<file path="config.mk">
export PLATFORM = sky130hd
export DESIGN_NAME = lsu_ctrl
export DESIGN_NICKNAME = d
export VERILOG_FILES = /design/src/rtl/lsu_pkg.sv /design/src/rtl/load_align.sv /design/src/rtl/lsu_ctrl.sv
export SDC_FILE = /design/constraint.sdc
export NUM_CORES = 1
export LEC_CHECK = 0
export ABC_AREA = 1
export CAP_MARGIN = 30
export CORE_ASPECT_RATIO = 0.7
export CORE_MARGIN = 4
export CORE_UTILIZATION = 48
export CTS_BUF_LIST = sky130_fd_sc_hd__clkbuf_16
export CTS_CLUSTER_SIZE = 40
export DETAILED_ROUTE_END_ITERATION = 8
export GPL_TIMING_DRIVEN = 0
export PLACE_DENSITY = 0.77
export SETUP_SLACK_MARGIN = 0.4
export SLEW_MARGIN = 30
export SYNTH_ARGS = -nofsm -noshare
export SYNTH_HDL_FRONTEND = slang
export SYNTH_HIERARCHICAL = 1
export SYNTH_SLANG_ARGS = --single-unit
</file>
<file path="constraint.sdc">
create_clock -name clk -period 2.5 [get_ports clk]
set_input_delay 0.375 -clock clk [delete_from_list [all_inputs] [get_ports clk]]
set_output_delay 0.375 -clock clk [all_outputs]
set_load 0.1 [all_outputs]
</file>
<file path="src/rtl/lsu_pkg.sv">
// lsu_pkg: shared encodings, FSM states and funct3 helpers for the load/store sequencer.
package lsu_pkg;

    localparam logic [2:0] F3_LB  = 3'b000;
    localparam logic [2:0] F3_LH  = 3'b001;
    localparam logic [2:0] F3_LW  = 3'b010;
    localparam logic [2:0] F3_LBU = 3'b100;
    localparam logic [2:0] F3_LHU = 3'b101;

    localparam logic [1:0] ST_BYTE = 2'b00;
    localparam logic [1:0] ST_HALF = 2'b01;
    localparam logic [1:0] ST_WORD = 2'b10;

    typedef enum logic [1:0] {S_IDLE, S_ISSUE, S_DRAIN, S_RESP} state_e;

    function automatic logic [2:0] size(input logic [2:0] f3);
        return f3[1] ? 3'd4 : f3[0] ? 3'd2 : 3'd1;
    endfunction

    function automatic logic is_legal(input logic we, input logic [2:0] f3);
        return we ? (f3 <= F3_LW) : (f3 inside {F3_LB, F3_LH, F3_LW, F3_LBU, F3_LHU});
    endfunction

    function automatic logic is_aligned(input logic [2:0] f3, input logic [1:0] a);
        return size(f3) == 3'd1 || (size(f3) == 3'd2 && !a[0]) || a == 2'b00;
    endfunction

endpackage

</file>
<file path="src/rtl/load_align.sv">
// load_align: extends reassembled split-load bytes; aligned data passes through
// untouched because memory has already extended it.
module load_align
    import lsu_pkg::*;
#(
    parameter int DATA_W = 32
) (
    input  logic [DATA_W-1:0] data_i,
    input  logic [2:0]        funct3_i,
    input  logic              split_i,
    output logic [DATA_W-1:0] rdata_o
);

    assign rdata_o = !split_i              ? data_i
                   : funct3_i == F3_LH     ? {{(DATA_W-16){data_i[15]}}, data_i[15:0]}
                   : funct3_i == F3_LHU    ? {{(DATA_W-16){1'b0}}, data_i[15:0]}
                   : data_i;

endmodule

</file>
<file path="src/rtl/lsu_ctrl.sv">
// lsu_ctrl: load/store sequencer; aligned requests issue natively, misaligned
// ones become byte accesses that are reassembled little-endian.
module lsu_ctrl
    import lsu_pkg::*;
#(
    parameter int ADDR_W = 16,
    parameter int DATA_W = 32
) (
    input  logic              clk,
    input  logic              rst_n,
    input  logic              req_valid,
    output logic              req_ready,
    input  logic              req_we,
    input  logic [2:0]        req_funct3,
    input  logic [ADDR_W-1:0] req_addr,
    input  logic [DATA_W-1:0] req_wdata,
    output logic              rsp_valid,
    output logic              rsp_err,
    output logic [DATA_W-1:0] rsp_rdata,
    output logic              mem_re,
    output logic              mem_we,
    output logic [1:0]        mem_store_type,
    output logic [2:0]        mem_read_type,
    output logic [ADDR_W-1:0] mem_addr,
    output logic [DATA_W-1:0] mem_wdata,
    input  logic [DATA_W-1:0] mem_rdata
);

    state_e            state_q;
    logic [1:0]        k_q, last_q;
    logic              we_q, split_q;
    logic [2:0]        f3_q;
    logic [ADDR_W-1:0] addr_q;
    logic [DATA_W-1:0] wdata_q, asm_q;

    logic              req_ready_q, rsp_valid_q, rsp_err_q;
    logic [DATA_W-1:0] rsp_rdata_q;
    logic              mem_re_q, mem_we_q;
    logic [1:0]        mem_st_q;
    logic [2:0]        mem_rt_q;
    logic [ADDR_W-1:0] mem_addr_q;
    logic [DATA_W-1:0] mem_wdata_q;

    logic              idle, accept, legal, issue_next;
    logic              src_we, src_split;
    logic [2:0]        src_f3;
    logic [ADDR_W-1:0] src_addr;
    logic [DATA_W-1:0] src_wdata, merged, aligned_rdata;
    logic [1:0]        idx, lane, nxt_last;

    logic              mem_re_d, mem_we_d;
    logic [1:0]        mem_st_d;
    logic [2:0]        mem_rt_d;
    logic [ADDR_W-1:0] mem_addr_d;
    logic [DATA_W-1:0] mem_wdata_d;

    // The next access is built from the live request while idle, else from the captured one.
    always_comb begin
        idle        = state_q == S_IDLE;
        accept      = idle && req_valid && req_ready_q;
        legal       = is_legal(req_we, req_funct3);
        src_we      = idle ? req_we : we_q;
        src_f3      = idle ? req_funct3 : f3_q;
        src_addr    = idle ? req_addr : addr_q;
        src_wdata   = idle ? req_wdata : wdata_q;
        src_split   = idle ? !is_aligned(req_funct3, req_addr[1:0]) : split_q;
        idx         = idle ? 2'd0 : k_q + 2'd1;
        nxt_last    = src_split ? 2'(size(src_f3) - 3'd1) : 2'd0;
        issue_next  = (accept && legal) || (state_q == S_ISSUE && k_q != last_q);
        mem_re_d    = issue_next && !src_we;
        mem_we_d    = issue_next && src_we;
        mem_addr_d  = issue_next ? src_addr + ADDR_W'(idx) : '0;
        mem_wdata_d = !mem_we_d ? '0 : src_split ? DATA_W'(src_wdata[{idx, 3'b000} +: 8]) : src_wdata;
        mem_st_d    = mem_we_d && !src_split ? src_f3[1:0] : ST_BYTE;
        mem_rt_d    = !mem_re_d ? 3'b000 : src_split ? F3_LBU : src_f3;
        lane        = state_q == S_DRAIN ? k_q : k_q - 2'd1;
        merged      = asm_q;
        merged[{lane, 3'b000} +: 8] = mem_rdata[7:0];
        if (!split_q) merged = mem_rdata;
    end

    load_align #(.DATA_W(DATA_W)) u_align (
        .data_i  (merged),
        .funct3_i(f3_q),
        .split_i (split_q),
        .rdata_o (aligned_rdata)
    );

    always_ff @(posedge clk or negedge rst_n) begin
        if (!rst_n) begin
            state_q     <= S_IDLE;
            k_q         <= '0;
            last_q      <= '0;
            we_q        <= 1'b0;
            split_q     <= 1'b0;
            f3_q        <= '0;
            addr_q      <= '0;
            wdata_q     <= '0;
            asm_q       <= '0;
            req_ready_q <= 1'b1;
            rsp_valid_q <= 1'b0;
            rsp_err_q   <= 1'b0;
            rsp_rdata_q <= '0;
            mem_re_q    <= 1'b0;
            mem_we_q    <= 1'b0;
            mem_st_q    <= ST_BYTE;
            mem_rt_q    <= '0;
            mem_addr_q  <= '0;
            mem_wdata_q <= '0;
        end else begin
            rsp_valid_q <= 1'b0;
            rsp_err_q   <= 1'b0;
            rsp_rdata_q <= '0;
            mem_re_q    <= mem_re_d;
            mem_we_q    <= mem_we_d;
            mem_st_q    <= mem_st_d;
            mem_rt_q    <= mem_rt_d;
            mem_addr_q  <= mem_addr_d;
            mem_wdata_q <= mem_wdata_d;
            case (state_q)
                S_IDLE: if (accept) begin
                    req_ready_q <= 1'b0;
                    we_q        <= req_we;
                    f3_q        <= req_funct3;
                    addr_q      <= req_addr;
                    wdata_q     <= req_wdata;
                    split_q     <= src_split;
                    last_q      <= nxt_last;
                    k_q         <= '0;
                    asm_q       <= '0;
                    state_q     <= legal ? S_ISSUE : S_RESP;
                    rsp_valid_q <= !legal;
                    rsp_err_q   <= !legal;
                end
                S_ISSUE: begin
                    // Read data lags its access by one cycle, so lane k-1 lands while k issues.
                    if (!we_q && k_q != 2'd0) asm_q <= merged;
                    if (k_q == last_q) begin
                        state_q     <= we_q ? S_RESP : S_DRAIN;
                        rsp_valid_q <= we_q;
                    end else begin
                        k_q <= k_q + 2'd1;
                    end
                end
                S_DRAIN: begin
                    asm_q       <= merged;
                    rsp_valid_q <= 1'b1;
                    rsp_rdata_q <= aligned_rdata;
                    state_q     <= S_RESP;
                end
                S_RESP: begin
                    req_ready_q <= 1'b1;
                    state_q     <= S_IDLE;
                end
                default: state_q <= S_IDLE;
            endcase
        end
    end

    assign req_ready      = req_ready_q;
    assign rsp_valid      = rsp_valid_q;
    assign rsp_err        = rsp_err_q;
    assign rsp_rdata      = rsp_rdata_q;
    assign mem_re         = mem_re_q;
    assign mem_we         = mem_we_q;
    assign mem_store_type = mem_st_q;
    assign mem_read_type  = mem_rt_q;
    assign mem_addr       = mem_addr_q;
    assign mem_wdata      = mem_wdata_q;

endmodule

</file>
==> out/metrics.csv, run 1 <==
metric,value,unit
status,finished with violations,
fin_nets,1611,
fmax,390,MHz
syn_avg_cell_area,7.61,um^2
yosysTopAreaCell,dfrtp_1,
synthTopCellsByArea,"dfrtp_1 (48%), nand2_1 (18%), inv_1 (5.5%)",
cts_tree,built,
placed_area,11700,um^2
routabilityCongestion,0.932,
synth-simple-area-share,27.5,%
fill_cells,1327,
drive_gt1_share,29.5,%
numCtsBuffers,17,
mappedNetlistArea,9340,um^2
endpoint_kind,flop,
drt_iter0_drc,1107,
grt_overflow,0,
synthCells,1227,
postLayoutCellArea,14400,um^2
synth_seq_area_share,48.5,%
slew_headroom,32.7,%
rsz0062_at_grt,yes,
cts_buffer_depth,2,
synthXorXnorAreaFrac,0.750,%
crit_fanout,6,
clk_pin_slew,0.07,ns
die_w,175,um
finalMaxSlewViolations,0,
wl_per_cell,18.4,um
wl,33.0,mm
cts.sinks,181,
cp.required,2.85,ns
worst_slack,-0.0671,ns
post-route-min-period,2.57,ns
critical_path_class,flop to flop,
port_buffers,176,
start_util,49.1,%
synth_nets,1325,
yosysMostFrequentCell,nand2_1,
die_h,125,um
synth-seq-cells,181,
ios,177,
synth_warnings,6,
async_flop_share,100,%
clkLatencyLatePin,0.44,ns
htree_levels,4,
num_antenna_cells,0,
dr_total_vias,9743,
num_rows,42,
synthAdderAreaFrac,1.55,%
antenna_found_initial,1,
drt_pass1_iterations,6,
worst_ep_arrival_time,2.92,ns
drv_cap,0,
root_buffer,clkbuf_16,
grt_max_degree,78,
synth-edff-count,0,
drc,0,
tightest_slew,1.01,ns
hold_class,primary input to async pin,
finalClockSkew,0.0114,ns
violations,setup timing,
vias_per_cell,5.44,
grt_pass1_wl,45.4,mm
dieArea,21800,um^2
period_share,103,%
ant_nets,0,
grt_usage,25.9,%
core-area,19000,um^2
synth_mux_area_share,0,%
grt_pass1_vias,8539,
setup_viol,8,
synth_top_area_share,48.2,%
synth_top_family_by_area,simple AND/OR/NAND/NOR gates,
yosys-top-cells-count,"nand2_1 (442), dfrtp_1 (180), inv_1 (138)",
synth_cell_types,43,
finalHoldViolations,0,
synth_compound_area_share,11.4,%
hpwl,20.7,mm
syn2layout_area_growth,53.9,%
worstSetupStartpointType,flop,
synth_flop_cell,dfrtp_1,
worst max-delay path, cell delays in order, from the launching register on:
cell	delay (ns)
dfrtp_1	0.39
inv_2	0.09
buf_6	0.11
ha_4	0.12
buf_6	0.12
inv_8	0.04
buf_12	0.12
buf_12	0.12
buf_12	0.13
nand2_4	0.06
o21ai_4	0.06
ha_1	0.27
nand2_1	0.06
inv_2	0.07
o21ai_4	0.09
buf_6	0.17
nor2_4	0.14
nand3_2	0.09
nand2_1	0.07
inv_1	0.04
nor2_1	0.12
flip-flops by register name (all words and copies together), names as in the netlist, 2 cells and up:
register,flops
rsp_rdata,32
last_q,2
wdata_q,32
mem_wdata,32
f3_q,3
k_q,2
addr_q,16
state_q,2
mem_read_type,3
asm_q,32
mem_addr,16
mem_store_type,2
cells by family after synthesis:
kind of cell,Yosys count
simple gates,633
buf+inv,216
compound gates,181
flops,181
fa+ha+maj,11
xor+xnor,5
cell type report:
class | count | area, um^2 | share of cell area, %
Multi-Input combinational cell | 831 | 5000 | 34.8
Sequential cell | 181 | 4530 | 31.5
Timing Repair Buffer | 266 | 2670 | 18.6
Buffer | 71 | 664 | 4.62
Inverter | 145 | 577 | 4.01
Clock buffer | 17 | 425 | 2.96
Tap cell | 264 | 330 | 2.30
Clock inverter | 15 | 164 | 1.14
cells in the final DEF, fill, tap and decap left out, drive strengths merged:
master / netlist / routed
a21oi: 36 / 36
o21a: 16 / 16
fa: 1 / 1
clkdlybuf4s50: 0 / 85
clkbuf: 27 / 47
o211ai: 11 / 11
dlygate4sd3: 0 / 1
dlygate4sd2: 0 / 88
o21ai: 100 / 100
dfrtp: 180 / 180
clkinv: 3 / 9
o31ai: 1 / 1
ha: 10 / 10
clkinvlp: 0 / 1
or2: 8 / 8
nand4: 12 / 13
a21o: 1 / 1
nand2: 447 / 447
clkdlybuf4s15: 0 / 2
nor2: 108 / 108
xnor2: 3 / 3
inv: 142 / 149
buf: 44 / 131
bufinv: 0 / 1
a31oi: 8 / 8
dfstp: 1 / 1
nand3: 54 / 54
a21boi: 8 / 8
nor3: 4 / 4
xor2: 2 / 2
per-stage QoR:
| step | setup TNS (ns) | utilization (%) | hold slack [ns] | std cells | setup slack (ns) |
|---|---|---|---|---|---|
| 2_1_floorplan | 0 | - | 0.0794 | 1227 | 0.0670 |
| 3_5_place_dp | -8.95 | 61.3 | 0.332 | 1669 | -0.485 |
| 6_report | -0.212 | 75.5 | 0.439 | 1790 | -0.0671 |
| 5_1_grt | -1.94 | 75.5 | 0.491 | 1790 | -0.180 |
| 3_3_place_gp | -1171.07 | 61.0 | 0.462 | 1667 | -6.46 |
| 4_1_cts | 0 | 66.7 | 0.475 | 1732 | 0.0604 |
worst paths after layout:
check                           cells past startpoint        from  slack, ns           end
worst max-delay path                               20  state_q[0]      -0.07  mem_addr[13]
max in group asynchronous                           3       rst_n       1.35     asm_q[30]
min in group clk                                    2   asm_q[28]       0.48     asm_q[28]
worst min-delay path                                2       rst_n       0.44    addr_q[10]
worst max register to register                     20  state_q[0]      -0.07  mem_addr[13]
worst min register to register                      2   asm_q[28]       0.48     asm_q[28]
repair_timing:
item | 4_1_cts | 5_1_grt
gates resized for setup | 186 | 351
setup buffers | 29 | 49
setup endpoints to repair | 188 | 131
hold buffers | 1 | 0
pin swaps | 50 | 132
cloned | 1 | 9
hold endpoints to repair | 55 | 0
metal layers:
layer / up-vias / global-route usage [%] / part of all wire (%)
li1: 4395 / - / -
met1: 4666 / 39.5 / 43
met2: 566 / 38.4 / 44
met3: 114 / 5.16 / 10
met4: 2 / 5.82 / 3.1
met5: - / 0 / 0.033
Power of run 1 is left out: the tool's default activity adds up to more than one toggle a clock period on the data nets, which glitch-free logic cannot reach.
==> run 2: changes to the inputs <==
--- a/config.mk
+++ b/config.mk
@@ -9,12 +9,12 @@
 export CAP_MARGIN = 30
 export CORE_ASPECT_RATIO = 0.7
 export CORE_MARGIN = 4
-export CORE_UTILIZATION = 48
+export CORE_UTILIZATION = 57
 export CTS_BUF_LIST = sky130_fd_sc_hd__clkbuf_16
-export CTS_CLUSTER_SIZE = 40
+export CTS_CLUSTER_SIZE = 30
 export DETAILED_ROUTE_END_ITERATION = 8
 export GPL_TIMING_DRIVEN = 0
-export PLACE_DENSITY = 0.77
+export PLACE_DENSITY = 0.86
 export SETUP_SLACK_MARGIN = 0.4
 export SLEW_MARGIN = 30
 export SYNTH_ARGS = -nofsm -noshare
==> constraint.sdc (replaced) <==
create_clock -name clk -period 3.1 [get_ports clk]
set_input_delay 0.465 -clock clk [delete_from_list [all_inputs] [get_ports clk]]
set_output_delay 0.465 -clock clk [all_outputs]
set_load 0.1 [all_outputs]
==> run 2 against run 1 <==
Compared with the run above: the run now ends clean; global-route usage is 4.3 points higher; core utilization grew 2.3 points; sequential cell count did not move; cell count decreased by 6.5%; routed wire length down 14%; critical path depth down 5; worst setup slack improved by 0.55 ns; non-clock buffer count decreased by 71; critical endpoint is now rsp_rdata[16].
==> out/metrics.csv, run 2 (synthesis results as in run 1) <==
metric,value,unit
r2r_start,k_q[0],
cts_buffer_depth,2,
worstSetupStartpointType,flop,
grt_max_degree,81,
endpoint_kind,flop,
timing.hold.ws,0.482,ns
total_power,15.3,mW
routabilityCongestion,0.941,
clk_pin_slew,0.07,ns
rsz0062_at_grt,no,
status,"finished, final reports clean",
regToRegEndpoint,rsp_rdata[16],
drc,0,
root_buffer,clkbuf_16,
dieArea,18500,um^2
finalClockSkew,0.0115,ns
period_share,84.5,%
post-route-util,77.8,%
wl,28.2,mm
finalMaxSlewViolations,0,
drive_gt1_share,10.8,%
r2r_slack,0.48,ns
drt_pass1_iterations,6,
crit_fanout,8,
p_int,7.08,mW
ir_worst_vdd,0.763,mV
cts_tree,built,
clockPowerShare,13.6,%
hold_class,flop to flop,
grt_pass1_vias,8467,
worstHoldStart,asm_q[27],
drt_iter0_drc,954,
clkLatencyLatePin,0.44,ns
power_density,1240,nW/um^2
post-route-min-period,2.62,ns
ios,177,
reg2regPathDepth,15,
num_rows,38,
grt_pass1_wl,44.0,mm
grt_usage,30.3,%
leakage,6.33,nW
whs_endpoint,asm_q[27],
die_h,115,um
final_common_cell,nand2_1,
hpwl,20.7,mm
p_sw_share,53.7,%
cp.required,3.47,ns
setup_viol,0,
setup-tns-final,0,ns
fmax,382,MHz
switchingPower,8.22,mW
numCtsBuffers,17,
start_util,59.1,%
dr_total_vias,8986,
slew_headroom,31.6,%
syn2layout_area_growth,31.6,%
seq_power_share,23.3,%
grt_overflow,0,
cts.sinks,181,
drv_cap,0,
final_cell_mix,"nand2_1 (438), dfrtp_1 (180), clkdlybuf4s50_1 (174), inv_1 (136), nor2_1 (97)",
fill_cells,1167,
worst_ep_arrival_time,2.99,ns
antenna_found_initial,1,
port_buffers,176,
vias_per_cell,5.37,
die_w,161,um
finalHoldViolations,0,
combinationalPowerShare,63.1,%
fin_nets,1539,
critical_path_class,flop to flop,
wl_per_cell,16.9,um
tightest_slew,1.02,ns
ant_nets,0,
htree_levels,4,
core-area,15800,um^2
hold_depth,2,
==> run 2: cell types whose count changed in the layout (fill, tap and decap cells not counted), sizes merged, moves of 2 or more <==
cell | before | now
clkdlybuf4s50 | 85 | 174
dlygate4sd2 | 88 | 0
buf | 131 | 64
clkinv | 9 | 5
clkbuf | 47 | 44
clkdlybuf4s15 | 2 | 0
clkinvlp | 1 | 3
==> run 2: what timing repair did <==
| item | 4_1_cts | 5_1_grt |
|---|---|---|
| buffers inserted | 9 | 7 |
| endpoints found under the hold margin | 55 | 0 |
| resized for setup | 23 | 25 |
| setup endpoints to repair | 35 | 33 |
| hold buffers | 1 | 0 |
| pin swaps | 6 | 4 |
==> run 2: power groups by stage <==
stage	clock [mW]	sequential, mW	combinational [mW]
3_5_place_dp	0	3.58	8.95
2_1_floorplan	0	5.87	4.29
4_1_cts	2.09	3.54	9.29
5_1_grt	2.20	3.65	10.3
6_report	2.08	3.56	9.65
3_3_place_gp	0	3.56	8.77
==> run 2: critical path, cell delays in order, from the launching register on <==
cell	delay, ns
dfrtp_1	0.35
buf_6	0.17
inv_2	0.07
ha_4	0.26
o21ai_2	0.15
buf_4	0.17
ha_4	0.22
inv_1	0.12
nand2_1	0.11
nor2_4	0.23
nand3_1	0.12
a21oi_1	0.29
nand2_1	0.09
nand2_1	0.07
nand2_1	0.05
inv_1	0.07
==> run 2: cell type report <==
cell class	count	area, um^2	area share [%]
plain buffers	71	457	3.72
well taps	220	275	2.24
multi-input cells	830	3970	32.3
diodes	1	2.50	0.0204
repair buffers	195	1950	15.8
clock buffers	17	425	3.46
flip-flops and latches	181	4530	36.9
clock inverters	14	128	1.04
inverters	145	552	4.49
==> run 2: through the flow <==
stage,setup slack [ns],instances,instance area (um^2)
2_1_floorplan,0.447,1227,9340
3_3_place_gp,-5.77,1623,11400
3_5_place_dp,-0.256,1625,11400
4_1_cts,0.410,1666,12200
5_1_grt,0.359,1674,12300
6_report,0.482,1674,12300
==> run 2: worst max-delay path by stage <==
stage	from	end	slack [ns]
CTS	state_q[1]	mem_addr[8]	0.41
global placement	rst_n	rsp_rdata[7]	-5.77
floorplan	state_q[0]	rsp_rdata[16]	0.45
finish	k_q[0]	rsp_rdata[16]	0.48
detailed placement	state_q[0]	rsp_rdata[16]	-0.26
global route	state_q[1]	mem_addr[8]	0.36
==> run 2: layer usage <==
layer	GRT usage (%)	vias up	part of all wire, %
met4	8.07	0	2.1
li1	-	4233	-
met2	46.9	500	45
met1	43.6	4202	43
met5	0	-	0
met3	7.17	51	10
Note: power is estimated with default switching activity, not from simulation.
==> run 3: changes to the inputs <==
--- a/config.mk
+++ b/config.mk
@@ -9,12 +9,12 @@
 export CAP_MARGIN = 30
 export CORE_ASPECT_RATIO = 0.7
 export CORE_MARGIN = 4
-export CORE_UTILIZATION = 57
+export CORE_UTILIZATION = 53
 export CTS_BUF_LIST = sky130_fd_sc_hd__clkbuf_16
 export CTS_CLUSTER_SIZE = 30
 export DETAILED_ROUTE_END_ITERATION = 8
 export GPL_TIMING_DRIVEN = 0
-export PLACE_DENSITY = 0.86
+export PLACE_DENSITY = 0.81
 export SETUP_SLACK_MARGIN = 0.4
 export SLEW_MARGIN = 30
 export SYNTH_ARGS = -nofsm -noshare
==> constraint.sdc (replaced) <==
create_clock -name clk -period 2.45 [get_ports clk]
set_input_delay 0.3675 -clock clk [delete_from_list [all_inputs] [get_ports clk]]
set_output_delay 0.3675 -clock clk [all_outputs]
set_load 0.1 [all_outputs]
==> run 3 against run 2 <==
Compared with the run above: critical endpoint is now mem_addr[8]; maximum frequency up 1.4%; the flow now finishes with violations (setup timing); die area up 7.1%; via count up 14%.
==> out/metrics.csv, run 3 (synthesis results as in run 1) <==
metric,value,unit
topRoutingLayerUsed,met4,
crit_fanout,5,
die_h,119,um
antenna_found_initial,1,
wl_met3,4.32,mm
cp.required,2.77,ns
dieArea,19800,um^2
drt_iter0_drc,1437,
numCtsBuffers,17,
grt_pass1_wl,47.0,mm
drv_cap,0,
ios,177,
syn2layout_area_growth,56.1,%
htree_levels,4,
dr_wl_met2,16.4,mm
finalHoldViolations,0,
violations,setup timing,
crit_slowest_cell,fa_2,
num_antenna_cells,0,
grt_overflow,0,
finalMaxSlewViolations,0,
drive_gt1_share,30.5,%
post-route-min-period,2.58,ns
rsz0062_at_grt,yes,
core-area,17200,um^2
critical_path_class,flop to flop,
status,finished with violations,
r2r_slack,-0.13,ns
fmax,387,MHz
routedLengthMet1,13.5,mm
drt_pass1_iterations,8,
port_buffers,176,
crit_chain,inv_2 -> buf_6 -> ha_4 -> buf_8 -> inv_8 -> buf_12 -> buf_8 -> buf_12 -> nand2_4 -> o21ai_4 -> ha_4 -> fa_2 -> nand2_4 -> nor2_4 -> nand2_2 -> xor2_1 -> nor2_1,
worst_ep_arrival_time,2.90,ns
finalClockSkew,0.0138,ns
slowest_delay,0.43,ns
fin_nets,1616,
drc,0,
dr_total_vias,10300,
hpwl,20.6,mm
root_buffer,clkbuf_16,
grt_max_degree,71,
grt_pass1_vias,8947,
setup-tns-final,-2.74,ns
cts.sinks,181,
worstSetupStartpointType,flop,
cts_buffer_depth,2,
slew_headroom,31.3,%
worst_slack,-0.133,ns
wl_per_cell,20.7,um
setup_viol,36,
period_share,105,%
num_rows,40,
routabilityCongestion,0.949,
start_util,54.2,%
final_cell_mix,"nand2_1 (339), dfrtp_1 (179), inv_1 (121), dlygate4sd2_1 (88), clkdlybuf4s50_1 (85)",
endpoint_kind,flop,
fill_cells,928,
die_w,167,um
final_common_cell,nand2_1,
timing.hold.ws,0.466,ns
ant_nets,0,
cts_tree,built,
tightest_slew,1.03,ns
clk_pin_slew,0.07,ns
grt_usage,29.8,%
wl,36.4,mm
hold_class,primary input to async pin,
vias_per_cell,5.83,
clkLatencyLatePin,0.44,ns
==> run 3: changes by cell type in the layout (fill, tap and decap cells not counted), sizes merged <==
cell           before  now
inv               150  148
bufinv              1    2
clkinv              5    8
buf                64  143
dlygate4sd2         0   88
clkbuf             44   41
clkinvlp            3    1
diode               1    0
clkdlybuf4s50     174   85
clkdlybuf4s15       0    2
==> run 3: path summary, 6_finish.rpt <==
kind	start	end	cells after the start
max in group asynchronous	rst_n	split_q	3
max	state_q[0]	mem_addr[8]	17
min in group clk	asm_q[1]	asm_q[1]	2
min reg2reg	asm_q[1]	asm_q[1]	2
min	rst_n	mem_addr[12]	2
max reg2reg	state_q[0]	mem_addr[8]	17
==> run 3: routing by layer <==
metal,GRT usage (%),up-vias
li1,-,4402
met1,42.2,4852
met2,45.7,804
met3,7.20,208
met4,9.76,0
met5,0,-
==> run 3: repair_timing <==
action,CTS,global route
setup buffers,46,38
cloned,2,7
endpoints found under the hold margin,61,0
setup endpoints to repair,199,148
pin swaps,61,106
gates resized for setup,254,337
hold buffers,1,0
==> run 3: layout make-up <==
class | instances | area (um^2) | area share, %
Multi-Input combinational cell | 830 | 5150 | 35.3
Sequential cell | 181 | 4530 | 31.1
Timing Repair Buffer | 272 | 2750 | 18.9
Buffer | 71 | 699 | 4.80
Inverter | 145 | 581 | 3.98
Clock buffer | 17 | 425 | 2.92
Tap cell | 231 | 289 | 1.98
Clock inverter | 14 | 151 | 1.04
==> run 3: stage by stage <==
| stage | instances | worst slack [ns] | cell area (um^2) | utilization, % |
|---|---|---|---|---|
| after global placement | 1634 | -6.40 | 11600 | 67.2 |
| after global routing | 1761 | -0.165 | 14600 | 84.7 |
| after floorplan | 1227 | 0.0170 | 9520 | - |
| final | 1761 | -0.133 | 14600 | 84.7 |
| after CTS | 1716 | -0.00351 | 13000 | 75.6 |
| after detailed placement | 1636 | -0.570 | 11600 | 67.6 |
==> run 3: worst max-delay path: cells and delay by family, from the launching register on <==
kind	cells	cell delay (ns)
xor+xnor	1	0.14
fa+ha+maj	3	0.72
flops	1	0.41
compound gates	1	0.06
buf+inv	7	0.77
simple gates	5	0.36
Power of run 3 is left out for the same reason.
